==> src/rtl/conv_seq_ctrl.sv <==
// Sequencer for a 4-bit combinational code converter and its 7-segment display path.
// Accepts a code, gates the converter for a settle window, captures and presents the result.
module conv_seq_ctrl #(
  parameter int SETTLE_CYC = 2,
  parameter int CNT_W      = 8
) (
  input  logic             clk,
  input  logic             reset,
  input  logic             in_valid,
  input  logic [3:0]       in_code,
  output logic             in_ready,
  output logic [3:0]       conv_abcd,
  output logic             conv_ready,
  input  logic [3:0]       conv_s,
  output logic             out_valid,
  output logic [3:0]       out_code,
  input  logic             out_ready,
  output logic             err,
  output logic [6:0]       seg,
  output logic [CNT_W-1:0] conv_count,
  output logic [1:0]       dbg_state
);

  // Handshakes: a transfer happens on a rising edge where valid and ready are both 1;
  // valid never depends on ready, and the payload is stable while valid is high.

  typedef enum logic [1:0] {
    IDLE    = 2'd0,
    SETTLE  = 2'd1,
    CAPT    = 2'd2,
    PRESENT = 2'd3
  } state_t;

  localparam int CNT_SW = (SETTLE_CYC > 1) ? $clog2(SETTLE_CYC) : 1;
  localparam logic [CNT_SW-1:0] SETTLE_LAST = CNT_SW'(SETTLE_CYC - 1);

  state_t            r_state;
  state_t            w_next;
  logic [CNT_SW-1:0] r_cnt;
  logic [3:0]        r_abcd;
  logic [3:0]        r_out_code;
  logic              r_err;
  logic [6:0]        r_seg;
  logic [CNT_W-1:0]  r_count;

  logic w_in_ready;
  logic w_conv_ready;
  logic w_out_valid;
  logic w_accept;
  logic w_xfer;
  logic w_settle_done;

  function automatic logic [6:0] hex7(input logic [3:0] v);
    logic [6:0] s;
    case (v)
      4'h0: s = 7'h3F;
      4'h1: s = 7'h06;
      4'h2: s = 7'h5B;
      4'h3: s = 7'h4F;
      4'h4: s = 7'h66;
      4'h5: s = 7'h6D;
      4'h6: s = 7'h7D;
      4'h7: s = 7'h07;
      4'h8: s = 7'h7F;
      4'h9: s = 7'h6F;
      4'hA: s = 7'h77;
      4'hB: s = 7'h7C;
      4'hC: s = 7'h39;
      4'hD: s = 7'h5E;
      4'hE: s = 7'h79;
      default: s = 7'h71;
    endcase
    return s;
  endfunction

  assign w_accept      = in_valid & w_in_ready;
  assign w_xfer        = w_out_valid & out_ready;
  assign w_settle_done = (r_state == SETTLE) && (r_cnt == SETTLE_LAST);

  always_ff @(posedge clk or posedge reset) begin
    if (reset) begin
      r_state <= IDLE;
    end else begin
      r_state <= w_next;
    end
  end

  always_comb begin
    w_next = r_state;
    case (r_state)
      IDLE:    if (w_accept) w_next = SETTLE;
      SETTLE:  if (w_settle_done) w_next = CAPT;
      CAPT:    w_next = PRESENT;
      PRESENT: if (w_xfer) w_next = IDLE;
      default: w_next = IDLE;
    endcase
  end

  always_comb begin
    w_in_ready   = 1'b0;
    w_conv_ready = 1'b0;
    w_out_valid  = 1'b0;
    case (r_state)
      IDLE:    w_in_ready   = 1'b1;
      SETTLE:  w_conv_ready = 1'b1;
      CAPT:    w_conv_ready = 1'b1;
      PRESENT: w_out_valid  = 1'b1;
      default: w_in_ready   = 1'b0;
    endcase
  end

  // The converter result is sampled only on the edge that leaves CAPT.
  always_ff @(posedge clk or posedge reset) begin
    if (reset) begin
      r_cnt      <= '0;
      r_abcd     <= 4'h0;
      r_out_code <= 4'h0;
      r_err      <= 1'b0;
      r_seg      <= 7'h00;
      r_count    <= '0;
    end else begin
      if (w_accept) begin
        r_abcd <= in_code;
        r_cnt  <= '0;
      end else if ((r_state == SETTLE) && !w_settle_done) begin
        r_cnt <= r_cnt + 1'b1;
      end
      if (r_state == CAPT) begin
        r_out_code <= conv_s;
        r_err      <= (conv_s > 4'd9);
        r_seg      <= hex7(conv_s);
      end
      if (w_xfer) begin
        r_count <= r_count + 1'b1;
      end
    end
  end

  assign in_ready   = w_in_ready;
  assign conv_abcd  = r_abcd;
  assign conv_ready = w_conv_ready;
  assign out_valid  = w_out_valid;
  assign out_code   = r_out_code;
  assign err        = r_err;
  assign seg        = r_seg;
  assign conv_count = r_count;
  assign dbg_state  = r_state;

endmodule

==> config.mk <==
export PLATFORM = sky130hd
export DESIGN_NAME = conv_seq_ctrl
export DESIGN_NICKNAME = d
export VERILOG_FILES = /design/src/rtl/conv_seq_ctrl.sv
export SDC_FILE = /design/constraint.sdc
export NUM_CORES = 1
export LEC_CHECK = 0
export CORE_ASPECT_RATIO = 1.1
export CORE_MARGIN = 2
export CORE_UTILIZATION = 30
export DETAILED_ROUTE_END_ITERATION = 8
export HOLD_SLACK_MARGIN = 0.05
export PLACE_DENSITY = 0.64
export SLEW_MARGIN = 40
export SYNTH_ARGS = -nofsm -noshare
export SYNTH_HDL_FRONTEND = slang
export SYNTH_SLANG_ARGS = --single-unit
==> constraint.sdc <==
create_clock -name clk -period 1.93 [get_ports clk]
set_clock_uncertainty 0.2 [all_clocks]
set_input_delay 0.386 -clock clk [delete_from_list [all_inputs] [get_ports clk]]
set_output_delay 0.386 -clock clk [all_outputs]
set_load 0.02 [all_outputs]
# After elaboration in Yosys (flattened, before gate mapping)
# Memories as Yosys holds them, arrays and structs flattened. A register that Yosys moved wholly into a read port is not among the register bits.
# Index checks and enable logic that the tools add are counted.
dict set report classes {
  add_sub_neg 2
  magnitude_cmp 1
  n_eq_ne 6
  n_mux 9
  n_bitwise 2
  n_reduce_logical 7
}
# operator count
set ops {}
lappend ops {{$add 8x1->8 const B} 1}
lappend ops {{$pmux 2 s4} 1}
lappend ops {{$mux 2} 3}
lappend ops {{$ne 2x2->1 const B} 3}
lappend ops {{$mux 1} 5}
lappend ops {{$eq 2x2->1 const B} 2}
lappend ops {{$gt 4x4->1 const B} 1}
lappend ops {{$reduce_and 3->1} 1}
lappend ops {{$and 1x1->1} 2}
lappend ops {{$eq 2x1->1 const B} 1}
lappend ops {{$logic_and 1x1->1} 2}
lappend ops {{$logic_not 2->1} 1}
lappend ops {{$reduce_bool 2->1} 1}
lappend ops {{$reduce_or 2->1} 1}
lappend ops {{$add 1x1->1 const B} 1}
lappend ops {{$logic_not 1->1} 1}
dict set report word_totals {
  ff_bits 20
  mem_bits_ro 112
  input_bits 12
  output_inout_bits 29
  wordCells 34
  mem_count 1
}
# memory depth word_bits rd rd_ports_with_merged_regs write_ports line
set mem_list {}
lappend mem_list {{(name not given)} 16 7 1 1 0 55} ;# case (v)

# Logic depth before layout (Yosys ltp)
# Gate-level depths: netlist (run 1).
dict set report logic_depth {
  word_depth 6
  depth_mapped 6
  depth_no_buf 5
}

# Worst setup path after synthesis (run 1)
# Ideal clock, no wire load.
dict set report synth_timing {
  path_kind {register to register}
  startpoint {register r_state[0], in the netlist dbg_state[0]}
  endpoint {register r_state[1], in the netlist dbg_state[1]}
  setup_time_ps 128
  arrival_ps 1669
  required_ps 1602
  path_slack_ps -66
  path_stages_with_launch 5
  n_path_buf 0
  period_less_slack_ps 1996
  path_cell_list {dfrtp_1 inv_1 ha_1 a222oi_1 mux2_1}
}
dict set report synth_between {
  elab_chain_len 5
  elab_cells_between_ends 14
  classes_between {eq/ne (6); mux (3); bitwise (2); reduce/logical (3)}
}
# item line
set synth_rtl {}
lappend synth_rtl {{from (decl)} 37} ;# state_t r_state;
lappend synth_rtl {{from (signal assigned)} 84} ;# r_state <= w_next;
lappend synth_rtl {{$logic_not 2->1} 103} ;# case (r_state)
lappend synth_rtl {{$mux 1} 103}
lappend synth_rtl {{via in_ready} 11} ;# output logic in_ready,
lappend synth_rtl {{$and 1x1->1} 76} ;# assign w_accept = in_valid & w_in_ready;
lappend synth_rtl {{$ne 2x2->1 (no source line)} n/a}
lappend synth_rtl {{$reduce_and 3->1 (no source line)} n/a}
# The timed path passes the listed nets, and every way through them passes these cells.
# A chain may end at the register's enable or synchronous reset.

# Worst setup path after layout (run 1)
dict set report layout_timing {
  startpoint {register r_state[0], in the netlist dbg_state[0]}
  endpoint {register r_state[1], in the netlist dbg_state[1]}
}
dict set report layout_between {
  elab_chain_len 5
  elab_cells_between_ends 14
  classes_between {eq/ne (6); mux (3); bitwise (2); reduce/logical (3)}
}
# item line
set layout_rtl {}
lappend layout_rtl {{$eq 2x2->1 / $logic_not 2->1 (equally long branches)} {90, 103}}
lappend layout_rtl {{$mux 1} 103}
lappend layout_rtl {{$and 1x1->1 (on tied branches)} {77, 76}}
lappend layout_rtl {{$ne 2x2->1 (no source line)} n/a}
lappend layout_rtl {{$reduce_and 3->1 (no source line)} n/a}
# Several ways; a longest one is shown, not always the timed one.

==> results.tsv, run 1 <==
stage	metric	value	unit
floorplanning	start_util	31.0	%
grt	grt_pass1_vias	1096	
placement	dpl-instance-area	1990	um2
setup_path	cp_cell_sequence	buf_4 > ha_1 > a222oi_1 > buf_4 > mux2_1	
logic_synthesis	yosysSeqAreaShare	47.6	%
pwr	p_int	1820	uW
logic_synthesis	synth_area_leaders	dfrtp_1, ha_1, mux2_2	
clock_network	root_buffer	clkbuf_8	
timing	final-setup-viol-count	0	
final_layout	fin_area	2040	um2
pwr	p_comb_share	55.9	%
logic_synthesis	synth_cells	128	
pwr	peakVddDrop	0.826	mV
pwr	p_leak	0.00100	uW
routing	drc_errors	0	
job	max_cap_violations	0	
final_layout	nNetsFinal	210	
final_layout	multiInputGateArea	674	um2
logic_synthesis	syn-mean-instance-area	11.1	um2
routing	postRouteAntennaNets	0	
grt	antenna_found_initial	0	
setup_path	path_common_cell	buf_4	
grt	grt_max_degree	28	
timing	max_freq	0.526	GHz
setup_path	cpPeakStageDelay	0.42	ns
clock_network	cts_buffers	3	
final_layout	area.sequential	678	um2
final_layout	n_fill_cell	435	
grt	grt_usage	12.1	%
clock_network	ctsHtreeMaxLevel	1	
setup_path	cp.required	1.89	ns
floorplanning	core_area	4590	um2
final_layout	final_core_util	44.4	%
routing	via_count	1096	
floorplanning	io_pins	41	
clock_network	clkLatencyLatePin	0.28	ns
setup_path	start_kind	register	
setup_path	regToRegStartpoint	dbg_state[0]	
logic_synthesis	ys_ff_latch	27	
logic_synthesis	synth_most_common_cell	dfrtp_1	
routing	drt_iter0_markers	46	
grt	grt_overflow	0	
pwr	power.total	2980	uW
pwr	swShare	39.1	%
final_layout	area_growth	43.5	%
status	status	finished clean	
logic_synthesis	synth_fp_nets	153	
floorplanning	num_rows	26	
floorplanning	fp.dieH	76.2	um
routing	wl	3040	um
logic_synthesis	ys_types	31	
placement	dp_hpwl	2400	um
timing	holdWs	0.270	ns
timing	fin_crit_sh	98.5	%
routing	viasPerCell	4.57	
placement	finalWeightedCongestion	0.804	
logic_synthesis	ys.warnings.count	0	
pwr	power.share.sequential	33.0	%
logic_synthesis	yosysTopAreaCellShare	47.6	%
floorplanning	die_w	69.6	um
logic_synthesis	yosysTopAreaCell	dfrtp_1	
clock_network	cts_buffer_depth	2	
setup_path	worst_r2r_endpoint	dbg_state[1]	
logic_synthesis	synth_commonest_cells	dfrtp_1, ha_1, inv_1	
hold_path	min_path_type	in -> async	
floorplanning	die_area	5300	um2
pwr	pwr-share-clk	11.1	%
timing	final-max-slew-violation-count	0	
logic_synthesis	synth-main-ff-cell	dfrtp_1	
clock_network	numClockSinks	27	
logic_synthesis	synth-edff-count	0	
timing	hold_violations	0	
final_layout	n_antenna_cell	0	
routing	dr.pass1.iters	4	
setup_path	critPathKind	reg -> reg	
setup_path	end_kind	register	
timing	worst_pin_slew	0.356	ns
setup_path	cp.arrival	1.87	ns
clock_network	cts.clk_slew.worst_paths	0.10	ns
logic_synthesis	synthArstFlopShare	100	%
logic_synthesis	synth_area	1420	um2
setup_path	reg2reg_slack	0.03	ns
timing	period_needed	1.90	ns
clock_network	cts_tree	done	
routing	drt-wirelength-per-cell	12.7	um
setup_path	cp_max_fo	3	
grt	grt_first_pass_wirelength	5200	um
timing	slew_headroom	76.3	%
setup_path	r2r_cells	5	
final_layout	drive_gt1_share	21.7	%
pwr	powerDensity	1460	nW/um2
placement	io_buffer_count	40	
setup_path	endpoint	dbg_state[1]	
timing	rsz0062_at_grt	yes	
pwr	p_sw	1170	uW
setup_path	slowest_stage	dfrtp_2	
setup_path	startpoint	dbg_state[0]	
## logic make-up (layout without fill, tap and decap cells)
kind of cell / Yosys count / count (layout) / share of synthesized area [%]
mux: 14 / 14 / 10.8
simple gates: 32 / 32 / 11.5
xor+xnor: 7 / 7 / 4.32
compound gates: 17 / 17 / 8.99
fa+ha+maj: 13 / 13 / 11.5
buf+inv: 18 / 74 / 5.29
flops: 27 / 27 / 47.6
## state kept, by name, summed over array words and instances, names as in the netlist
signal	count
conv_abcd	4
conv_count	8
dbg_state	2
err	1
out_code	4
r_cnt	1
seg	7
## how the worst min path moves through the flow
stage                        from            end  slack (ns)  cells past startpoint
global placement    conv_count[7]  conv_count[7]        0.26                      1
CTS                         reset    out_code[3]        0.28                      3
global route                reset            err        0.31                      3
finish                      reset  conv_count[5]        0.27                      3
detailed placement  conv_count[7]  conv_count[7]        0.28                      1
floorplan                   reset   conv_abcd[0]        0.24                      1
## critical path: cells and delay by family, from the launching register on
family | cells | cell delay, ns
flops | 1 | 0.42
buf+inv | 2 | 0.32
compound gates | 1 | 0.32
mux | 1 | 0.31
fa+ha+maj | 1 | 0.21
## power by group through the flow
stage	Sequential, uW	Combinational, uW	Clock (uW)
floorplan	1280	653	0
global placement	987	1710	0
detailed placement	1000	1740	0
CTS	987	1710	342
global route	1020	1790	369
finish	983	1670	332
## metal layers
metal | GRT usage, % | vias up | share of wire, %
met5 | 0 | - | 0
met3 | 0.794 | 4 | 2.6
met2 | 21.6 | 20 | 53
met1 | 14.5 | 527 | 42
met4 | 5.88 | 0 | 2.0
li1 | - | 545 | -
## repair_timing
action	CTS	global route
setup endpoints to repair	7	12
setup buffers	0	1
gates resized for setup	12	11
pin swaps	0	1
hold endpoints to repair	0	0
hold buffers	0	0
## layout by cell type, fill, tap and decap left out, drive strengths merged, types with 2 or more instances in the layout
master / count
nand3b: 3
clkdlybuf4s50: 28
ha: 13
nor2: 7
nand3: 3
mux2: 11
xnor2: 5
clkbuf: 4
dlymetal6s2s: 5
o311ai: 2
nand2: 8
o21bai: 2
xor2: 2
dfrtp: 27
nor2b: 6
mux2i: 3
buf: 19
dlygate4sd2: 4
o21ai: 4
a31o: 4
inv: 13
## layout make-up
cell class / instances / share of cell area, %
clock buffer: 3 / 2.03
timing repair buffer: 57 / 25.5
clock inverter: 1 / 0.246
tap: 56 / 3.44
sequential: 27 / 33.3
multi-input combinational: 83 / 33.1
inverter: 13 / 2.39
## per-stage QoR
stage	setup WS, ns	instances	setup TNS (ns)
after CTS	0.00304	239	0
after global routing	-0.0379	240	-0.0379
final	0.0285	240	0
after floorplan	0.0613	128	0
after detailed placement	-0.299	235	-1.56
after global placement	-0.224	235	-0.957
No activity file was read; power rests on OpenSTA's default activity.
==> inputs of run 2 (changes only) <==
CAP_MARGIN = 20   (was default)
REMOVE_ABC_BUFFERS = 1   (was default)
==> run 2 against run 1 <==
Effect of this change: via count rose by 3.6%; sequential power fell by 0.8%; flip-flop and latch count is the same; first-iteration DRC count shrank 50%; clock power fell by 2%; setup slack improved by 0.022 ns; core utilization grew 0.79 points; register-to-register slack better by 0.08 ns; wire length is 7.8% higher; combinational power increased by 4%; non-clock buffer count up 2; critical endpoint is now conv_count[1]; largest power group unchanged.
==> results.tsv, run 2 (same netlist as run 1, synthesis figures left out) <==
stage	metric	value	unit
setup_path	cp.required	1.34	ns
final_layout	area_growth	46.1	%
hold_path	min_path_type	in -> async	
pwr	peakVddDrop	0.964	mV
floorplanning	fp.dieH	76.2	um
grt	grt_pass1_vias	1212	
timing	final-setup-viol-count	0	
routing	dr_wl_met3	170	um
status	status	finished clean	
routing	viasPerCell	4.69	
setup_path	cp_cell_sequence	clkdlybuf4s50_1	
clock_network	cts_buffer_depth	2	
setup_path	cp.arrival	1.29	ns
placement	finalWeightedCongestion	0.788	
final_layout	nNetsFinal	212	
clock_network	clkLatencyLatePin	0.27	ns
pwr	power.total	3030	uW
floorplanning	core_area	4590	um2
setup_path	slowest_stage	clkdlybuf4s50_1	
timing	max_freq	0.532	GHz
routing	wl_met2	1710	um
setup_path	crit_buf_inv	1	
grt	antenna_found_initial	0	
floorplanning	die_area	5300	um2
timing	final-max-slew-violation-count	0	
routing	drt_iter0_markers	23	
grt	grt_max_degree	28	
routing	wl_met1	1330	um
routing	dr.pass1.iters	4	
setup_path	cp_max_fo	4	
timing	rsz0062_at_grt	no	
placement	dp_hpwl	2470	um
clock_network	numClockSinks	27	
timing	hold_violations	0	
routing	top_layer_used	met4	
setup_path	start_kind	register	
routing	via_count	1136	
floorplanning	die_w	69.6	um
timing	period_needed	1.88	ns
floorplanning	start_util	31.0	%
routing	drc_errors	0	
grt	grt_first_pass_wirelength	5410	um
pwr	p_leak	0.00103	uW
final_layout	largest_reg_flops	8	
floorplanning	io_pins	41	
floorplanning	num_rows	26	
timing	worst_pin_slew	0.425	ns
clock_network	ctsHtreeMaxLevel	1	
grt	grt_overflow	0	
job	max_cap_violations	0	
pwr	powerDensity	1460	nW/um2
routing	wl	3270	um
routing	postRouteAntennaNets	0	
routing	drt-wirelength-per-cell	13.5	um
placement	io_buffer_count	40	
final_layout	drive_gt1_share	20.4	%
setup_path	critPathKind	reg -> out	
clock_network	cts_buffers	3	
final_layout	n_antenna_cell	0	
setup_path	cpPeakStageDelay	0.63	ns
clock_network	cts_setup_buffers	0	
clock_network	cts.clk_slew.worst_paths	0.09	ns
timing	slew_headroom	71.7	%
timing	setup_ws	0.0508	ns
final_layout	n_fill_cell	424	
clock_network	cts_tree	done	
final_layout	layout_common_cells	clkdlybuf4s50_1, dfrtp_1, buf_4	
clock_network	root_buffer	clkbuf_8	
grt	grt_usage	12.4	%
setup_path	end_kind	primary output	
placement	place_ws	-0.265	ns
final_layout	final_common_cell	clkdlybuf4s50_1	
timing	fin_crit_sh	97.4	%
setup_path	path_delay_family	buffers and inverters	
-- run 2: final timing paths --
path,from,slack [ns],cells past startpoint,end
worst min register to register,conv_count[7],0.27,1,conv_count[7]
worst max register to register,dbg_state[0],0.11,4,dbg_state[1]
min in group clk,conv_count[7],0.27,1,conv_count[7]
max in group asynchronous,reset,0.99,3,seg[5]
worst min-delay path,reset,0.27,3,conv_count[0]
worst max-delay path,conv_count[1],0.05,1,conv_count[1]
-- run 2: metal layers --
metal  vias up  global-route usage (%)
met5         -                       0
met4         0                    4.71
met3         7                    2.91
met2        35                    22.8
met1       548                    13.6
li1        546                       -
-- run 2: layout make-up --
class	count	area, um2	area share (%)
multi-input cells	83	682	32.9
flip-flops and latches	27	676	32.6
repair buffers	59	553	26.7
well taps	56	70.1	3.38
inverters	13	48.8	2.35
clock buffers	4	45.0	2.17
-- run 2: through the flow --
step	util (%)	instance area, um2	instances	TNS (ns)	hold WS, ns
finish	45.2	2070	242	0	0.271
global route	45.2	2070	242	0	0.301
CTS	45.0	2060	242	0	0.283
detailed placement	44.0	2020	238	-1.57	0.265
global placement	44.0	2020	238	-1.09	0.266
floorplan	-	1390	123	-0.0661	0.239
-- run 2: report_power, final --
part           leakage [uW]  total [uW]  internal [uW]  switching (uW)
Sequential         0.000327         975            821             153
Combinational      0.000677        1730            882             851
Clock             0.0000228         324            148             176
-- run 2: what timing repair did --
item	4_1_cts	5_1_grt
setup endpoints to repair	5	13
hold endpoints to repair	0	0
hold buffers	0	0
resized for setup	8	13
pin swaps	0	1
